`config.mk`:
```
export PLATFORM = sky130hd
export DESIGN_NAME = adc_sample_capture_flat
export DESIGN_NICKNAME = d
export VERILOG_FILES = /design/src/rtl/adc_sample_capture_if.sv /design/src/rtl/adc_sample_capture.sv /design/src/flat_wrapper.sv
export SDC_FILE = /design/constraint.sdc
export NUM_CORES = 1
export LEC_CHECK = 0
export ABC_AREA = 1
export BUFFER_PORTS_ARGS = -buffer_cell sky130_fd_sc_hd__buf_2
export CAP_MARGIN = 20
export CORE_UTILIZATION = 35
export DETAILED_ROUTE_END_ITERATION = 10
export GPL_TIMING_DRIVEN = 0
export PLACE_DENSITY = 0.52
export SLEW_MARGIN = 10
export SYNTH_ARGS = -nofsm -noshare
export SYNTH_HDL_FRONTEND = slang
export SYNTH_SLANG_ARGS = --single-unit
```
`constraint.sdc`:
```
create_clock -name clk -period 3.6 [get_ports clk]
set_input_delay 0.36 -clock clk [delete_from_list [all_inputs] [get_ports clk]]
set_output_delay 0.36 -clock clk [all_outputs]
set_load 0.02 [all_outputs]
```
`src/rtl/adc_sample_capture_if.sv`:
```
// Signal bundle between the ADC capture block (master) and the trigger, ADC and control-loop side (slave).
interface adc_sample_capture_if #(
  parameter int DATA_W = 12
);
  logic              adc_trig;
  logic              update;
  logic              adc_sdo;
  logic              adc_convst;
  logic              adc_cs_n;
  logic              adc_sclk;
  logic [DATA_W-1:0] sample;
  logic              sample_vld;
  logic [DATA_W-1:0] sample_upd;
  logic              busy;
  logic              overrun;

  modport master (
    input  adc_trig, update, adc_sdo,
    output adc_convst, adc_cs_n, adc_sclk, sample, sample_vld, sample_upd, busy, overrun
  );

  modport slave (
    output adc_trig, update, adc_sdo,
    input  adc_convst, adc_cs_n, adc_sclk, sample, sample_vld, sample_upd, busy, overrun
  );
endinterface

```
`src/rtl/adc_sample_capture.sv`:
```
// Trigger-rise -> convert -> serial readback of an SPI-style ADC; result out 1+CONV_CYC+2*SCLK_DIV*DATA_W cycles after the rise.
// No backpressure: a trigger rise while busy is dropped and flagged on overrun.
module adc_sample_capture #(
  parameter int DATA_W   = 12,
  parameter int SCLK_DIV = 4,
  parameter int CONV_CYC = 40
) (
  input  logic                 clk,
  input  logic                 rst,
  adc_sample_capture_if.master bus
);

  localparam int DIV_W  = (SCLK_DIV > 1) ? $clog2(SCLK_DIV) : 1;
  localparam int CONV_W = (CONV_CYC > 1) ? $clog2(CONV_CYC) : 1;
  localparam int HALF_W = $clog2(2 * DATA_W);

  localparam logic [DIV_W-1:0]  DIV_LAST  = DIV_W'(SCLK_DIV - 1);
  localparam logic [HALF_W-1:0] HALF_LAST = HALF_W'(2 * DATA_W - 1);
  localparam logic [CONV_W-1:0] CONV_LOAD = CONV_W'(CONV_CYC - 1);

  typedef enum logic [1:0] {
    IDLE  = 2'd0,
    CONV  = 2'd1,
    SHIFT = 2'd2,
    DONE  = 2'd3
  } state_t;

  state_t              state, state_nxt;
  logic [CONV_W-1:0]   conv_cnt, conv_nxt;
  logic [DIV_W-1:0]    div_cnt, div_nxt;
  logic [HALF_W-1:0]   half_cnt, half_nxt;
  logic [DATA_W-1:0]   shift_q, shift_nxt;
  logic                sclk_q, sclk_nxt;
  logic                trig_q;
  logic                rise;

  logic                convst_q;
  logic                cs_n_q;
  logic                busy_q;
  logic                vld_q;
  logic                ovr_q;
  logic [DATA_W-1:0]   sample_q;
  logic [DATA_W-1:0]   upd_q;

  assign rise = bus.adc_trig & ~trig_q;

  always_comb begin
    state_nxt = state;
    conv_nxt  = conv_cnt;
    div_nxt   = div_cnt;
    half_nxt  = half_cnt;
    shift_nxt = shift_q;
    sclk_nxt  = 1'b0;
    case (state)
      IDLE: begin
        if (rise) begin
          state_nxt = CONV;
          conv_nxt  = CONV_LOAD;
        end
      end
      CONV: begin
        if (conv_cnt == '0) begin
          state_nxt = SHIFT;
          div_nxt   = '0;
          half_nxt  = '0;
        end else begin
          conv_nxt = conv_cnt - CONV_W'(1);
        end
      end
      SHIFT: begin
        sclk_nxt = sclk_q;
        if (div_cnt == DIV_LAST) begin
          div_nxt = '0;
          // The final high half-period ends the frame; sclk drops as we leave.
          if (half_cnt == HALF_LAST) begin
            state_nxt = DONE;
            sclk_nxt  = 1'b0;
          end else begin
            half_nxt = half_cnt + HALF_W'(1);
            sclk_nxt = ~sclk_q;
            if (!sclk_q) begin
              shift_nxt = {shift_q[DATA_W-2:0], bus.adc_sdo};
            end
          end
        end else begin
          div_nxt = div_cnt + DIV_W'(1);
        end
      end
      DONE: begin
        state_nxt = IDLE;
      end
      default: begin
        state_nxt = IDLE;
      end
    endcase
  end

  always_ff @(posedge clk or negedge rst) begin
    if (!rst) begin
      state    <= IDLE;
      conv_cnt <= '0;
      div_cnt  <= '0;
      half_cnt <= '0;
      shift_q  <= '0;
      sclk_q   <= 1'b0;
      trig_q   <= 1'b1;
      convst_q <= 1'b0;
      cs_n_q   <= 1'b1;
      busy_q   <= 1'b0;
      vld_q    <= 1'b0;
      ovr_q    <= 1'b0;
      sample_q <= '0;
      upd_q    <= '0;
    end else begin
      state    <= state_nxt;
      conv_cnt <= conv_nxt;
      div_cnt  <= div_nxt;
      half_cnt <= half_nxt;
      shift_q  <= shift_nxt;
      sclk_q   <= sclk_nxt;
      trig_q   <= bus.adc_trig;
      convst_q <= (state_nxt == CONV);
      cs_n_q   <= (state_nxt != SHIFT);
      busy_q   <= (state_nxt != IDLE);
      vld_q    <= (state_nxt == DONE);
      ovr_q    <= rise && (state != IDLE);
      if (state_nxt == DONE) begin
        sample_q <= shift_q;
      end
      // Bypass so an update landing on the publish edge sees the fresh result.
      if (bus.update) begin
        upd_q <= (state_nxt == DONE) ? shift_q : sample_q;
      end
    end
  end

  assign bus.adc_convst = convst_q;
  assign bus.adc_cs_n   = cs_n_q;
  assign bus.adc_sclk   = sclk_q;
  assign bus.sample     = sample_q;
  assign bus.sample_vld = vld_q;
  assign bus.sample_upd = upd_q;
  assign bus.busy       = busy_q;
  assign bus.overrun    = ovr_q;

endmodule

```
`src/flat_wrapper.sv`:
```
// flat-port wrapper written by rule: the top's interface ports become plain ports
module adc_sample_capture_flat 
#(
  parameter int DATA_W   = 12,
  parameter int SCLK_DIV = 4,
  parameter int CONV_CYC = 40
)
  (clk, rst, bus_adc_trig, bus_update, bus_adc_sdo, bus_adc_convst, bus_adc_cs_n, bus_adc_sclk, bus_sample, bus_sample_vld, bus_sample_upd, bus_busy, bus_overrun);
  adc_sample_capture_if #(.DATA_W(DATA_W)) bus_i ();
  input  logic clk;
  input  logic rst;
  input wire logic [$bits(bus_i.adc_trig)-1:0] bus_adc_trig;
  input wire logic [$bits(bus_i.update)-1:0] bus_update;
  input wire logic [$bits(bus_i.adc_sdo)-1:0] bus_adc_sdo;
  output wire logic [$bits(bus_i.adc_convst)-1:0] bus_adc_convst;
  output wire logic [$bits(bus_i.adc_cs_n)-1:0] bus_adc_cs_n;
  output wire logic [$bits(bus_i.adc_sclk)-1:0] bus_adc_sclk;
  output wire logic [$bits(bus_i.sample)-1:0] bus_sample;
  output wire logic [$bits(bus_i.sample_vld)-1:0] bus_sample_vld;
  output wire logic [$bits(bus_i.sample_upd)-1:0] bus_sample_upd;
  output wire logic [$bits(bus_i.busy)-1:0] bus_busy;
  output wire logic [$bits(bus_i.overrun)-1:0] bus_overrun;
  assign bus_i.adc_trig = bus_adc_trig;
  assign bus_i.update = bus_update;
  assign bus_i.adc_sdo = bus_adc_sdo;
  assign bus_adc_convst = bus_i.adc_convst;
  assign bus_adc_cs_n = bus_i.adc_cs_n;
  assign bus_adc_sclk = bus_i.adc_sclk;
  assign bus_sample = bus_i.sample;
  assign bus_sample_vld = bus_i.sample_vld;
  assign bus_sample_upd = bus_i.sample_upd;
  assign bus_busy = bus_i.busy;
  assign bus_overrun = bus_i.overrun;
  adc_sample_capture #(.DATA_W(DATA_W), .SCLK_DIV(SCLK_DIV), .CONV_CYC(CONV_CYC)) u_core (.clk(clk), .rst(rst), .bus(bus_i));
endmodule
```
Word level (Yosys, flattened, before mapping)
Cells that the tools add are included.
Widths: inputs -> output; s select.
{"block": "classes", "n_addsub": 3, "multipliers": 0, "n_div": 0, "order_cmp": 0, "eq_ne": 13, "n_shift": 0, "n_mux": 19, "n_bitwise": 4, "reduce_logical": 11}
{"operator": "$mux 5", "n": 3}
{"operator": "$mux 12", "n": 1}
{"operator": "$mux 2", "n": 6}
{"operator": "$mux 6", "n": 2}
{"operator": "$pmux 6 s2", "n": 1}
{"operator": "$pmux 5 s2", "n": 1}
{"operator": "$eq 2x2->1 const B", "n": 4}
{"operator": "$pmux 2 s4", "n": 1}
{"operator": "$reduce_and 4->1", "n": 2}
{"operator": "$reduce_bool 2->1", "n": 4}
{"operator": "$logic_not 6->1", "n": 1}
{"operator": "$ne 2x1->1 const B", "n": 3}
{"operator": "$ne 2x2->1 const B", "n": 3}
{"operator": "$sub 6x1->6 const B", "n": 1}
{"operator": "$add 5x1->5 const B", "n": 1}
{"operator": "$eq 5x5->1 const B", "n": 1}
{"operator": "$eq 2x1->1 const B", "n": 2}
{"operator": "$pmux 2 s2", "n": 1}
{"operator": "$mux 1", "n": 3}
{"operator": "$not 1->1", "n": 3}
{"operator": "$reduce_and 3->1", "n": 1}
{"operator": "$add 2x1->2 const B", "n": 1}
{"operator": "$logic_not 2->1", "n": 1}
{"operator": "$reduce_and 2->1", "n": 1}
{"operator": "other kinds (2)", "n": 2}
{"block": "word_totals", "register_bits": 58, "latchBits": 0, "mem_bits_rw": 0, "rom_bits": 0, "output_inout_bits": 30, "memories": 0}

Longest topological paths before layout
{"block": "depth", "ltp_word": 6, "mapped_depth": 9}

Worst setup path before layout
Ideal clock, no wire load.
{"block": "synth_path", "path_kind": "register -> register", "startpoint": "register u_core.half_cnt[0]", "endpoint": "register u_core.shift_q[11]", "setup_time_ns": 0.126, "arrival_time_ns": 1.290, "t_required_ns": 3.474, "path_slack_ns": 2.185, "path_stages_with_launch": 9, "synth_period_minus_slack_ns": 1.415, "cell_sequence": "dfrtp_1 -> ha_1 -> nand2_2 -> inv_1 -> nand3_2 -> nand2_4 -> nor2_4 -> buf_6 -> o21ai_0"}
{"block": "synth_via", "elab_chain_len": 3}
{"element": "start: declaration", "line": "adc_sample_capture.sv:31", "text": "logic [HALF_W-1:0] half_cnt, half_nxt;"}
{"element": "start signal: assignment", "line": "adc_sample_capture.sv:118", "text": "half_cnt <= half_nxt;"}
{"element": "$eq 5x5->1", "line": "adc_sample_capture.sv:75", "text": "if (half_cnt == HALF_LAST) begin"}
{"element": "$not 1->1 (no line)"}
{"element": "$reduce_and 4->1 (no line)"}
{"element": "end signal: assignment", "line": "adc_sample_capture.sv:119", "text": "shift_q <= shift_nxt;"}
{"element": "end: declaration", "line": "adc_sample_capture.sv:32", "text": "logic [DATA_W-1:0] shift_q, shift_nxt;"}
Every way passes these cells.
A chain may end at the register's enable or synchronous reset.

Final worst setup path
{"block": "layout_path", "startpoint": "register u_core.half_cnt[0]", "endpoint": "register u_core.sample_q[1] (netlist: u_core.bus.sample[1])"}
{"block": "layout_via", "elab_chain_len": 6}
{"element": "$eq 5x5->1", "line": "adc_sample_capture.sv:75"}
{"element": "$mux 2", "line": "adc_sample_capture.sv:75"}
{"element": "$mux 2", "line": "adc_sample_capture.sv:72", "text": "if (div_cnt == DIV_LAST) begin"}
{"element": "$pmux 2 s4", "line": "adc_sample_capture.sv:54", "text": "case (state)"}
{"element": "$eq 2x2->1", "line": "adc_sample_capture.sv:127", "text": "if (state_nxt == DONE) begin"}
{"element": "$mux 12"}
{"element": "end signal: assignment", "line": "adc_sample_capture.sv:128", "text": "sample_q <= shift_q;"}
{"element": "end: declaration", "line": "adc_sample_capture.sv:42", "text": "logic [DATA_W-1:0] sample_q;"}
Every way passes these cells.

==> key figures <==
Run status
  • Status: finished, final reports clean

Place
  • GPL Wtd Cong: 0.7323
  • Post-DP HPWL: 3501 um
  • Port bufs: 34
  • DP Cell Count: 432

Worst setup path
  • Data arrival, critical path: 1920 ps
  • Worst-case reg-to-reg path depth: 6
  • Crit path kind: flop to flop
  • CP Max Fanout: 10
  • CP delay by family, top: simple AND/OR/NAND/NOR gates
  • CP cell instances: ha_1 > nand2_2 > nor3_4 > buf_2 > nand3_1 > and2_1
  • CP required: 3840 ps
  • Crit start category: flop
  • CP max stage cell: dfrtp_1
  • Max incr delay on CP: 420 ps
  • Crit path depth: 6
  • Worst Path Buf+Inv: 1
  • Crit. End Element: flop

Power
  • P_leak: 1.740 nW
  • Cell Pwr Density: 440.6 nW/um^2
  • Switching Share: 22.13%
  • Sequential power share: 47.9%
  • NetSw: 0.0003042 W
  • Comb power frac: 2.0%
  • P_int: 0.001071 W
  • Peak VDD IR: 194.6 uV
  • Clock power share: 50.2%

Timing
  • Achievable Freq: 0.5946 GHz
  • Period minus WS final: 1682 ps
  • Worst slew margin: 49.99%
  • Final Skew: 12.56 ps
  • Final Slew Violations: 0
  • RSZ-0062 raised after global routing: no
  • Final setup violation count: 0
  • Period Utilization, post-route: 46.71%
  • Fin. Hold Viols: 0
  • Worst slew pin tran: 750.1 ps
  • Setup TNS: 0 ps

Clock tree
  • CTS clock-pin slew for the worst setup and hold paths: 70 ps
  • H-tree depth: 3
  • Latest clock arrival within the worst-skew pair: 350 ps
  • # clock sinks: 58
  • Cts hold-fix bufs: 0
  • Post-CTS setup buffer count: 0
  • CTS resizes: 0
  • CTS tree: built
  • CTS Buf Count: 9
  • Max clock buf depth: 2
  • Root buffer cell: clkbuf_8

Routing
  • DRT Wirelength: 5383 um
  • Wirelength per Cell: 12.02 um
  • Vias post-DR: 2010
  • Drt pass-1 iters: 4
  • Iter 0 DRT Violations: 140
  • Vias per Instance: 4.487
  • Antenna viol nets, final: 0
  • Residual DRC count: 0

Layout
  • Layout Cells excl Fill: 448
  • Ant. Diodes: 0
  • Fin nets: 353
  • Area delta synth->final: 20.19%
  • Ratio of cells with drive above 1 in the final layout: 19.20%
  • Layout fillers: 769

Synth
  • Async S/R FF share, synth: 100.0%
  • Number of enable flip-flop cells after synthesis: 0
  • Yosys warnings: 0
  • Most numerous cell in the Yosys netlist: nand2_1
  • Distinct cells, synth: 25
  • Largest area contributor in the netlist: dfrtp_1
  • Mean Syn Cell Area: 8.683 um^2
  • Synthesis-stage register bit count: 58
  • Register area share after synthesis: 56.00%
  • Yosys top cell area share: 53.98%
  • Mapped cell area: 2596 um^2
  • Top FF cell, synth: dfrtp_1
  • Largest cells by area after synthesis: dfrtp_1 54%, nand2_1 13%, nand3_1 7.7%, inv_1 6.1%, and2_1 2.9%
  • Synth cell count leaders: 87 x nand2_1, 56 x dfrtp_1, 42 x inv_1, 40 x nand3_1
  • Syn Inst Count: 299
  • Syn Nets: 308

Floorplan
  • Chip Width: 88.13 um
  • Core box area: 7214 um^2
  • Initial Utilization: 35.99%
  • Die H: 88.13 um
  • I/O pins: 35
  • Core Rows: 31
  • Die area: 7766 um^2

GRT
  • Antenna violations before repair: 0
  • First-pass GRT wire length: 9121 um
  • Pin count of the biggest net entering global routing: 59
  • Total track usage: 15.80%
  • Grt total ovfl: 0
  • Vias in the first global route: 1898

Flow run
  • Max-cap violation count: 0

Min path
  • Min-delay worst type: input pin to asynchronous set/reset pin
==> power groups by stage <==
stage / clock, W / combinational (W) / sequential, W
after global placement: 0 / 0.0000282 / 0.000671
after CTS: 0.000707 / 0.0000292 / 0.000658
after floorplan: 0 / 0.00000740 / 0.000671
after global routing: 0.000732 / 0.0000322 / 0.000659
final: 0.000689 / 0.0000270 / 0.000658
after detailed placement: 0 / 0.0000291 / 0.000671
==> per-layer routing <==
metal,GRT usage [%],routed length (um)
met4,9.384,97
met3,3.770,207
met5,0,0
met2,21.56,2233
met1,22.57,2845
==> layout by cell type (no fill, tap or decap), types with 2 or more instances in the layout <==
master	n
a21oi_1	3
and2_1	12
buf_2	36
buf_6	2
bufinv_16	2
clkbuf_8	10
clkinv_4	2
dfrtp_1	56
dfstp_2	2
ha_1	4
inv_1	42
nand2_1	87
nand2_2	4
nand3_1	40
nand4_1	4
nor2_1	12
nor3_1	2
o21ai_0	10
o21ai_1	7
==> metrics by stage <==
| step | power (W) | instance area (um^2) | worst slack, ps | util [%] | hold WS, ps |
|---|---|---|---|---|---|
| floorplan | 0.0006787 | 2596 | 2185 | - | 64.41 |
| global placement | 0.0006990 | 2890 | 1930 | 40.06 | 457.5 |
| detailed placement | 0.0006998 | 2893 | 1935 | 40.10 | 460.1 |
| CTS | 0.001394 | 3120 | 1905 | 43.25 | 111.3 |
| global route | 0.001423 | 3120 | 1717 | 43.25 | 117.1 |
| finish | 0.001375 | 3120 | 1918 | 43.25 | 44.54 |
==> kinds of logic after synthesis <==
family / share of synthesized area, %
and+or+nand+nor: 30.41
buffers and inverters: 7.807
adders and majority gates: 1.928
DFF: 56.00
AOI/OAI and AO/OA: 3.855
==> flip-flops by register name, summed over array words and instances (netlist names), 2 cells and up <==
signal / cells
u_core.bus.sample_upd: 12
u_core.conv_cnt: 6
u_core.bus.sample: 12
u_core.half_cnt: 5
u_core.state: 2
u_core.shift_q: 12
u_core.div_cnt: 2
==> worst register-to-register path: cells and delay by family, from the launching register on <==
kind                       cells  cell delay [ps]
DFF                            1              420
adders and majority gates      1              250
and+or+nand+nor                4              630
buffers and inverters          1              280
==> cell type report <==
cell class	instances	area [um^2]	share of cell area (%)
Clock inverter	6	90.09	2.887
Timing Repair Buffer	34	172.7	5.533
Clock buffer	10	137.6	4.411
Tap cell	99	123.9	3.970
Buffer	7	45.04	1.443
Inverter	42	157.7	5.052
Multi-Input combinational cell	192	939.7	30.11
Sequential cell	58	1454	46.59
==> path summary, 6_finish.rpt <==
check | startpoint | to | slack [ps]
worst max-delay path | u_core.half_cnt[0]$_DFFE_PN0P_ | u_core.bus.sample[1]$_DFF_PN0_ | 1920
worst min-delay path | rst | u_core.bus.sample_upd[9]$_DFFE_PN0P_ | 40
worst max register to register | u_core.half_cnt[0]$_DFFE_PN0P_ | u_core.bus.sample[1]$_DFF_PN0_ | 1920
worst min register to register | u_core.bus.sample_upd[9]$_DFFE_PN0P_ | u_core.bus.sample_upd[9]$_DFFE_PN0P_ | 480
max in group asynchronous | rst | u_core.bus.overrun$_DFF_PN0_ | 3010
min in group clk | bus_adc_trig | u_core.trig_q$_DFF_PN1_ | 120
Note: power is estimated with default switching activity, not from simulation.
